### src/rtl/l2_bus_bridge_pkg.sv
// Shared bus/coherence types used by the bus controller and the L2 bridge.
// Holds the L2 port handshake state and the bus word type.
package l2_bus_bridge_pkg;

    typedef logic [31:0] word_t;

    typedef enum logic [1:0] {
        L2_FREE   = 2'd0,
        L2_BUSY   = 2'd1,
        L2_ACCESS = 2'd2,
        L2_ERROR  = 2'd3
    } l2_state_t;

    localparam logic [3:0] BYTE_EN_ALL = 4'hF;

endpackage

### src/rtl/l2_bridge_timer.sv
// Saturating timeout counter for the L2 bridge.
// expired_o is high once the count has reached CYCLES-1.
module l2_bridge_timer #(
    parameter int unsigned CYCLES = 1024
) (
    input  logic CLK,
    input  logic nRST,
    input  logic clear_i,
    input  logic enable_i,
    output logic expired_o
);

    localparam int unsigned W = (CYCLES > 1) ? $clog2(CYCLES) : 1;
    localparam logic [W-1:0] LAST = W'(CYCLES - 1);

    logic [W-1:0] count_q, count_d;

    assign expired_o = (count_q == LAST);

    always_comb begin
        count_d = count_q;
        if (clear_i)
            count_d = '0;
        else if (enable_i && !expired_o)
            count_d = count_q + W'(1);
    end

    always_ff @(posedge CLK or negedge nRST) begin
        if (!nRST)
            count_q <= '0;
        else
            count_q <= count_d;
    end

endmodule

### src/rtl/l2_bus_bridge.sv
// Word-level bridge from the bus controller L2 port to the memory bus.
// One transaction at a time; aborts drain cleanly, stalls time out.
module l2_bus_bridge
    import l2_bus_bridge_pkg::*;
#(
    parameter int unsigned TIMEOUT_CYCLES = 1024,
    parameter int unsigned ADDR_W         = 32
) (
    input  logic              CLK,
    input  logic              nRST,
    input  logic              l2REN,
    input  logic              l2WEN,
    input  logic [ADDR_W-1:0] l2addr,
    input  logic [31:0]       l2store,
    input  logic              abort_bus,
    output logic [31:0]       l2load,
    output l2_state_t         l2state,
    output logic              mem_ren,
    output logic              mem_wen,
    output logic [ADDR_W-1:0] mem_addr,
    output logic [31:0]       mem_wdata,
    output logic [3:0]        mem_byte_en,
    input  logic [31:0]       mem_rdata,
    input  logic              mem_busy
);

    typedef enum logic [2:0] {
        IDLE   = 3'd0,
        REQ    = 3'd1,
        ACCESS = 3'd2,
        DRAIN  = 3'd3,
        ERR    = 3'd4
    } br_state_e;

    localparam logic [ADDR_W-1:0] WORD_MASK = ~ADDR_W'(3);

    br_state_e         state_q, state_d;
    logic              mem_ren_q, mem_ren_d;
    logic              mem_wen_q, mem_wen_d;
    logic [ADDR_W-1:0] mem_addr_q, mem_addr_d;
    word_t             mem_wdata_q, mem_wdata_d;
    word_t             l2load_q, l2load_d;

    logic tmr_en;
    logic tmr_clr;
    logic tmr_expired;
    logic req_drop;
    logic abandon;

    // Counter runs across REQ and DRAIN so an abandoned stall still times out.
    assign tmr_en  = (state_q == REQ) || (state_q == DRAIN);
    assign tmr_clr = !tmr_en || !mem_busy;

    l2_bridge_timer #(
        .CYCLES(TIMEOUT_CYCLES)
    ) u_timer (
        .CLK      (CLK),
        .nRST     (nRST),
        .clear_i  (tmr_clr),
        .enable_i (tmr_en),
        .expired_o(tmr_expired)
    );

    assign req_drop = mem_wen_q ? !l2WEN : !l2REN;
    assign abandon  = abort_bus || req_drop;

    always_comb begin
        state_d     = state_q;
        mem_ren_d   = mem_ren_q;
        mem_wen_d   = mem_wen_q;
        mem_addr_d  = mem_addr_q;
        mem_wdata_d = mem_wdata_q;
        l2load_d    = l2load_q;
        unique case (state_q)
            IDLE: begin
                if (l2WEN && !abort_bus) begin
                    state_d     = REQ;
                    mem_wen_d   = 1'b1;
                    mem_addr_d  = l2addr & WORD_MASK;
                    mem_wdata_d = l2store;
                end else if (l2REN && !abort_bus) begin
                    state_d    = REQ;
                    mem_ren_d  = 1'b1;
                    mem_addr_d = l2addr & WORD_MASK;
                end
            end
            REQ: begin
                if (!mem_busy) begin
                    mem_ren_d = 1'b0;
                    mem_wen_d = 1'b0;
                    // Memory finished in the same cycle as an abandon: nothing left to drain.
                    if (abandon) begin
                        state_d = IDLE;
                    end else begin
                        state_d = ACCESS;
                        if (mem_ren_q)
                            l2load_d = mem_rdata;
                    end
                end else if (tmr_expired) begin
                    state_d   = ERR;
                    mem_ren_d = 1'b0;
                    mem_wen_d = 1'b0;
                end else if (abandon) begin
                    state_d = DRAIN;
                end
            end
            DRAIN: begin
                if (!mem_busy || tmr_expired) begin
                    state_d   = mem_busy ? ERR : IDLE;
                    mem_ren_d = 1'b0;
                    mem_wen_d = 1'b0;
                end
            end
            ACCESS:  state_d = IDLE;
            ERR:     state_d = IDLE;
            default: state_d = IDLE;
        endcase
    end

    always_ff @(posedge CLK or negedge nRST) begin
        if (!nRST) begin
            state_q     <= IDLE;
            mem_ren_q   <= 1'b0;
            mem_wen_q   <= 1'b0;
            mem_addr_q  <= '0;
            mem_wdata_q <= '0;
            l2load_q    <= '0;
        end else begin
            state_q     <= state_d;
            mem_ren_q   <= mem_ren_d;
            mem_wen_q   <= mem_wen_d;
            mem_addr_q  <= mem_addr_d;
            mem_wdata_q <= mem_wdata_d;
            l2load_q    <= l2load_d;
        end
    end

    always_comb begin
        l2state = L2_FREE;
        unique case (state_q)
            IDLE:    l2state = L2_FREE;
            REQ:     l2state = L2_BUSY;
            DRAIN:   l2state = L2_BUSY;
            ACCESS:  l2state = L2_ACCESS;
            ERR:     l2state = L2_ERROR;
            default: l2state = L2_FREE;
        endcase
    end

    assign mem_ren     = mem_ren_q;
    assign mem_wen     = mem_wen_q;
    assign mem_addr    = mem_addr_q;
    assign mem_wdata   = mem_wdata_q;
    assign mem_byte_en = BYTE_EN_ALL;
    assign l2load      = l2load_q;

endmodule
### config.mk
export PLATFORM = sky130hd
export DESIGN_NAME = l2_bus_bridge
export DESIGN_NICKNAME = d
export VERILOG_FILES = /design/src/rtl/l2_bus_bridge_pkg.sv /design/src/rtl/l2_bridge_timer.sv /design/src/rtl/l2_bus_bridge.sv
export SDC_FILE = /design/constraint.sdc
export NUM_CORES = 1
export LEC_CHECK = 0
export CAP_MARGIN = 25
export CORE_ASPECT_RATIO = 2
export CORE_MARGIN = 3
export CORE_UTILIZATION = 42
export CTS_BUF_LIST = sky130_fd_sc_hd__clkbuf_8
export DETAILED_ROUTE_END_ITERATION = 10
export PLACE_DENSITY = 0.85
export SYNTH_ARGS = -nofsm -noshare
export SYNTH_HDL_FRONTEND = slang
export SYNTH_SLANG_ARGS = --single-unit
### constraint.sdc
create_clock -name CLK -period 2.4 [get_ports CLK]
set_clock_uncertainty 0.2 [all_clocks]
set_input_delay 0.48 -clock CLK [delete_from_list [all_inputs] [get_ports CLK]]
set_output_delay 0.48 -clock CLK [all_outputs]
set_load 0.02 [all_outputs]
# == After elaboration in Yosys (flattened, before gate mapping) ==
# Index checks and enable logic that the tools add are counted.
# op_classes
n_addsub,1
n_eq_ne,12
mux,23
bitwise,2
reduce_logical,24
# op_table
cell,n
32-bit two-way mux,2
3-bit two-way mux,7
10-bit two-way mux,2
"10-bit by 1-bit adder with 10-bit output, second input constant",1
"10-bit == test, second input constant",1
3-bit case mux with 3 select lines,1
4-bit AND reduction,2
1-bit two-way mux,7
"3-bit by 2-bit == test with 1-bit output, second input constant",2
1-bit zero test,6
"2-bit != test, second input constant",3
"3-bit != test, second input constant",2
1-bit case mux with 3 select lines,2
2-bit case mux with 3 select lines,1
5-bit AND reduction,1
1-bit logical OR,4
"4-bit != test, second input constant",1
2-bit AND reduction,2
2-bit nonzero test,2
"3-bit by 1-bit == test with 1-bit output, second input constant",1
"3-bit == test, second input constant",1
1-bit logical AND,3
3-bit zero test,1
3-bit AND reduction,1
other kinds (5),6
# word_totals
ff_bits,111
input_bits,102
out_inout_bits,104
elab_cells,69

# == Longest topological paths before layout ==
# depth
word_depth,7
ltp_mapped,5
mapped_depth_nobuf,5

# == Cells and area by module ==
# From an unflattened synthesis, not the netlist that was laid out.
# unflattened
cells_unflattened,299
hier_area_um2,4420.5
# modules_own_cells
module,instances,cells_each,area_per_inst_um2,seq_area_each_um2
l2_bus_bridge,1,243,3854.9,2477.4
l2_bridge_timer,1,56,565.5,250.2

# == Worst setup path before layout ==
# OpenSTA, ideal clock, no wires.
# synth_timing
path_type,input port to flip-flop
from,input port abort_bus
to,register l2load_q[21] (netlist: l2load[21])
setup_ns,0.125
arrival_ns,1.625
required_time_ns,2.075
slack_ns,0.450
path_stages,5
n_path_buf,1
cell_sequence,nor4b_2 > nand2_1 > nor3b_4 > buf_6 > mux2_2
# synth_between
elab_chain_len,3
# synth_rtl
element,line,rtl
"start, declared",l2_bus_bridge.sv:15,"input logic abort_bus,"
1-bit logical OR,l2_bus_bridge.sv:65,assign abandon = abort_bus || req_drop;
1-bit NOT (no line),n/a,
4-bit AND reduction (no line),n/a,
"end signal, assigned",l2_bus_bridge.sv:134,l2load_q <= l2load_d;
"end, declared",l2_bus_bridge.sv:42,"word_t l2load_q, l2load_d;"
# Every way passes these cells.
# A chain may end at the register's enable or synchronous reset.

# == Worst setup path after layout ==
# layout_timing
from,register state_q[2]
to,output port l2state[0]
# layout_between
elab_chain_len,3
word_cells_on_any_way,6
cone_classes,eq/ne (4); mux (1); reduce/logical (1)
# layout_rtl
element,line,rtl
"start, declared",l2_bus_bridge.sv:37,"br_state_e state_q, state_d;"
"start signal, assigned",l2_bus_bridge.sv:129,state_q <= state_d;
3-bit by 1-bit == test with 1-bit output or 3-bit by 2-bit == test with 1-bit output (tied branches),l2_bus_bridge.sv:140,unique case (state_q)
2-bit OR reduction (no line),n/a,
2-bit case mux with 3 select lines (*),l2_bus_bridge.sv:140,
"end, declared",l2_bus_bridge.sv:17,"output l2_state_t l2state,"
# Every way passes the cells marked *; elsewhere a longest branch is shown, timed or not.

==> results.json <==
{
  "ys.flop_type": "dfrtp_1",
  "grt_start_max_net_pins": 110,
  "syn_inst": 285,
  "yosysWarnings": 0,
  "synth_compound_area_share_pct": 2.44,
  "clk_pin_slew_worst_paths_ns": 0.09,
  "ys_seq_elements": 109,
  "worst_slack_ns": 0.254,
  "r2r_start": "state_q[1]",
  "layout_common_cells": "194 x clkdlybuf4s50_1, 109 x dfrtp_1, 94 x mux2_2",
  "max_freq_ghz": 0.466,
  "synth-simple-area-share_pct": 4.80,
  "design.core.area_um2": 10100,
  "synthXorXnorAreaFrac_pct": 1.01,
  "yosys.area.top_type": "dfrtp_1",
  "drtIter0Drc": 94,
  "cp-start-kind": "flip-flop",
  "run_status": "finished clean",
  "p_per_area_nw_per_um2": 1090,
  "synth_top_family_by_area": "multiplexers",
  "final_util_pct": 65.8,
  "synth.cell_area_um2": 4350,
  "total_power_mw": 7.31,
  "async_flop_share_pct": 100,
  "fin_crit_ns": 2.15,
  "worst_path_max_delay_cell": "dfrtp_1",
  "critical_path_class": "reg2out",
  "final_common_cell": "clkdlybuf4s50_1",
  "antenna_left": 0,
  "cp.arrival_ns": 1.47,
  "overflow": 0,
  "post-place-ws_ns": -0.0843,
  "period_share_pct": 89.4,
  "num_io_pins": 206,
  "wl_um": 10300,
  "end_kind": "output pin",
  "cts_buffers": 9,
  "clock_sinks": 109,
  "synth_top_cells_by_area": "dfrtp_1 63%, mux2_2 24%, buf_4 1.6%",
  "initial_utilization_pct": 42.9,
  "die_width_um": 78.0,
  "synth_top_cell_area_share_pct": 62.6,
  "path_cells": "nor2b_1 > a21o_1 > dlygate4sd2_1",
  "synth_cell_types": 39,
  "p_leak_nw": 2.86,
  "area_growth_pct": 53.5,
  "gr-usage-all-layers_pct": 17.7,
  "grt_pass1_wl_um": 16200,
  "yosys.area_share.adder_pct": 0.287,
  "drc": 0,
  "wire_per_inst_um": 16.3,
  "dp_hpwl_um": 7970,
  "port_buffers": 197,
  "die-area_um2": 11700,
  "post_cts_buffers": 0,
  "drtPass1Iterations": 4,
  "vias": 3052,
  "die_h_um": 150,
  "worstPathRequired_ns": 1.72,
  "tightest_slew_ns": 0.580,
  "rows": 52,
  "hold_slack_ns": 0.306,
  "clk_latency_ns": 0.37,
  "min_path_type": "reg2reg",
  "worstHoldStart": "l2load[22]",
  "path_delay_family": "flip-flops",
  "cts_tree": "done",
  "cts_root_buf": "clkbuf_8",
  "antenna_found_initial": 0,
  "clk_path_buf_depth": 2,
  "place_congestion": 0.787,
  "crit_buf_inv": 1,
  "grt_pass1_vias": 3227,
  "slew_viol_final": 0,
  "setup-violations-final": 0,
  "crit_path_max_fanout": 5,
  "vias_per_cell": 4.82,
  "drive_above_1_share_pct": 25.5,
  "synth-seq-area-share_pct": 62.6,
  "crit_start": "state_q[2]",
  "synth_edf_count": 0,
  "diodes": 0,
  "slowest_delay_ns": 0.44,
  "synthMuxAreaShare_pct": 25.0,
  "maxCapViolCount": 0,
  "final_hold_viol_count": 0,
  "h-tree-depth": 3,
  "syn_avg_cell_area_um2": 15.3,
  "layout.nets": 596,
  "slew_headroom_pct": 61.3,
  "peakVddDrop_mv": 0.627,
  "rsz0062_at_grt": "false"
}
-- sequential cells by signal, summed over array words and instances, names as in the netlist --
name,count
l2load,32
mem_addr,30
mem_ren,1
mem_wdata,32
mem_wen,1
state_q,3
u_timer.count_q,10
-- worst paths after layout --
kind                       slack (ns)  cells past startpoint     endpoint
min in group asynchronous        0.50                      3  mem_addr[5]
hold / removal                   0.31                      1   l2load[22]
hold reg to reg                  0.31                      1   l2load[22]
setup reg to reg                 0.37                      5   l2load[21]
max in group asynchronous        1.03                      3    l2load[5]
setup / recovery                 0.25                      3   l2state[0]
-- through the flow --
stage          instance area, um2  TNS (ns)  instances
2_1_floorplan                4370         0        289
3_5_place_dp                 6490     -2.67        616
6_report                     6680         0        633
3_3_place_gp                 6490    -0.544        616
4_1_cts                      6680         0        633
5_1_grt                      6680         0        633
-- repair_timing --
action,4_1_cts,5_1_grt
setup endpoints to repair,1,1
gates resized for setup,1,1
endpoints found under the hold margin,21,0
hold buffers,1,0
-- report_power, final --
part | internal, mW | switching (mW)
Clock | 0.392 | 0.631
Combinational | 1.87 | 1.54
Sequential | 2.53 | 0.356
-- final cells by class --
class | count | area, um2
Clock inverter | 7 | 53.8
Tap cell | 135 | 169
Sequential cell | 109 | 2730
Multi-Input combinational cell | 161 | 1480
Inverter | 3 | 11.3
Timing Repair Buffer | 209 | 2110
Fill cell | 774 | 3470
Clock buffer | 9 | 124
-- synthesized netlist by cell type, drive strengths merged (2+ instances only) --
master and number:
nand2 7, nor3 4, inv 3, a31oi 2
xor2 4, nand4 2, mux2i 2, dfrtp 109
buf 12, nand3 2, conb 2, clkbuf 4
a21oi 2, o21ai 4, and3 2, mux2 95
nor2b 3, nor2 10
-- metal layers --
metal	vias up	wire, um	track usage [%]
met1	1483	3570	19.7
met2	144	5700	31.9
li1	1414	-	-
met5	-	0	0
met3	11	892	5.36
met4	0	153	5.87
-- logic make-up (layout without fill, tap and decap cells) --
logic type,after synthesis,after routing
flops,109,109
mux,97,97
simple gates,36,36
buf+inv,19,228
compound gates,16,16
xor+xnor,5,5
other cells,2,6
fa+ha+maj,1,1
Power figures use the tool's default switching activity.
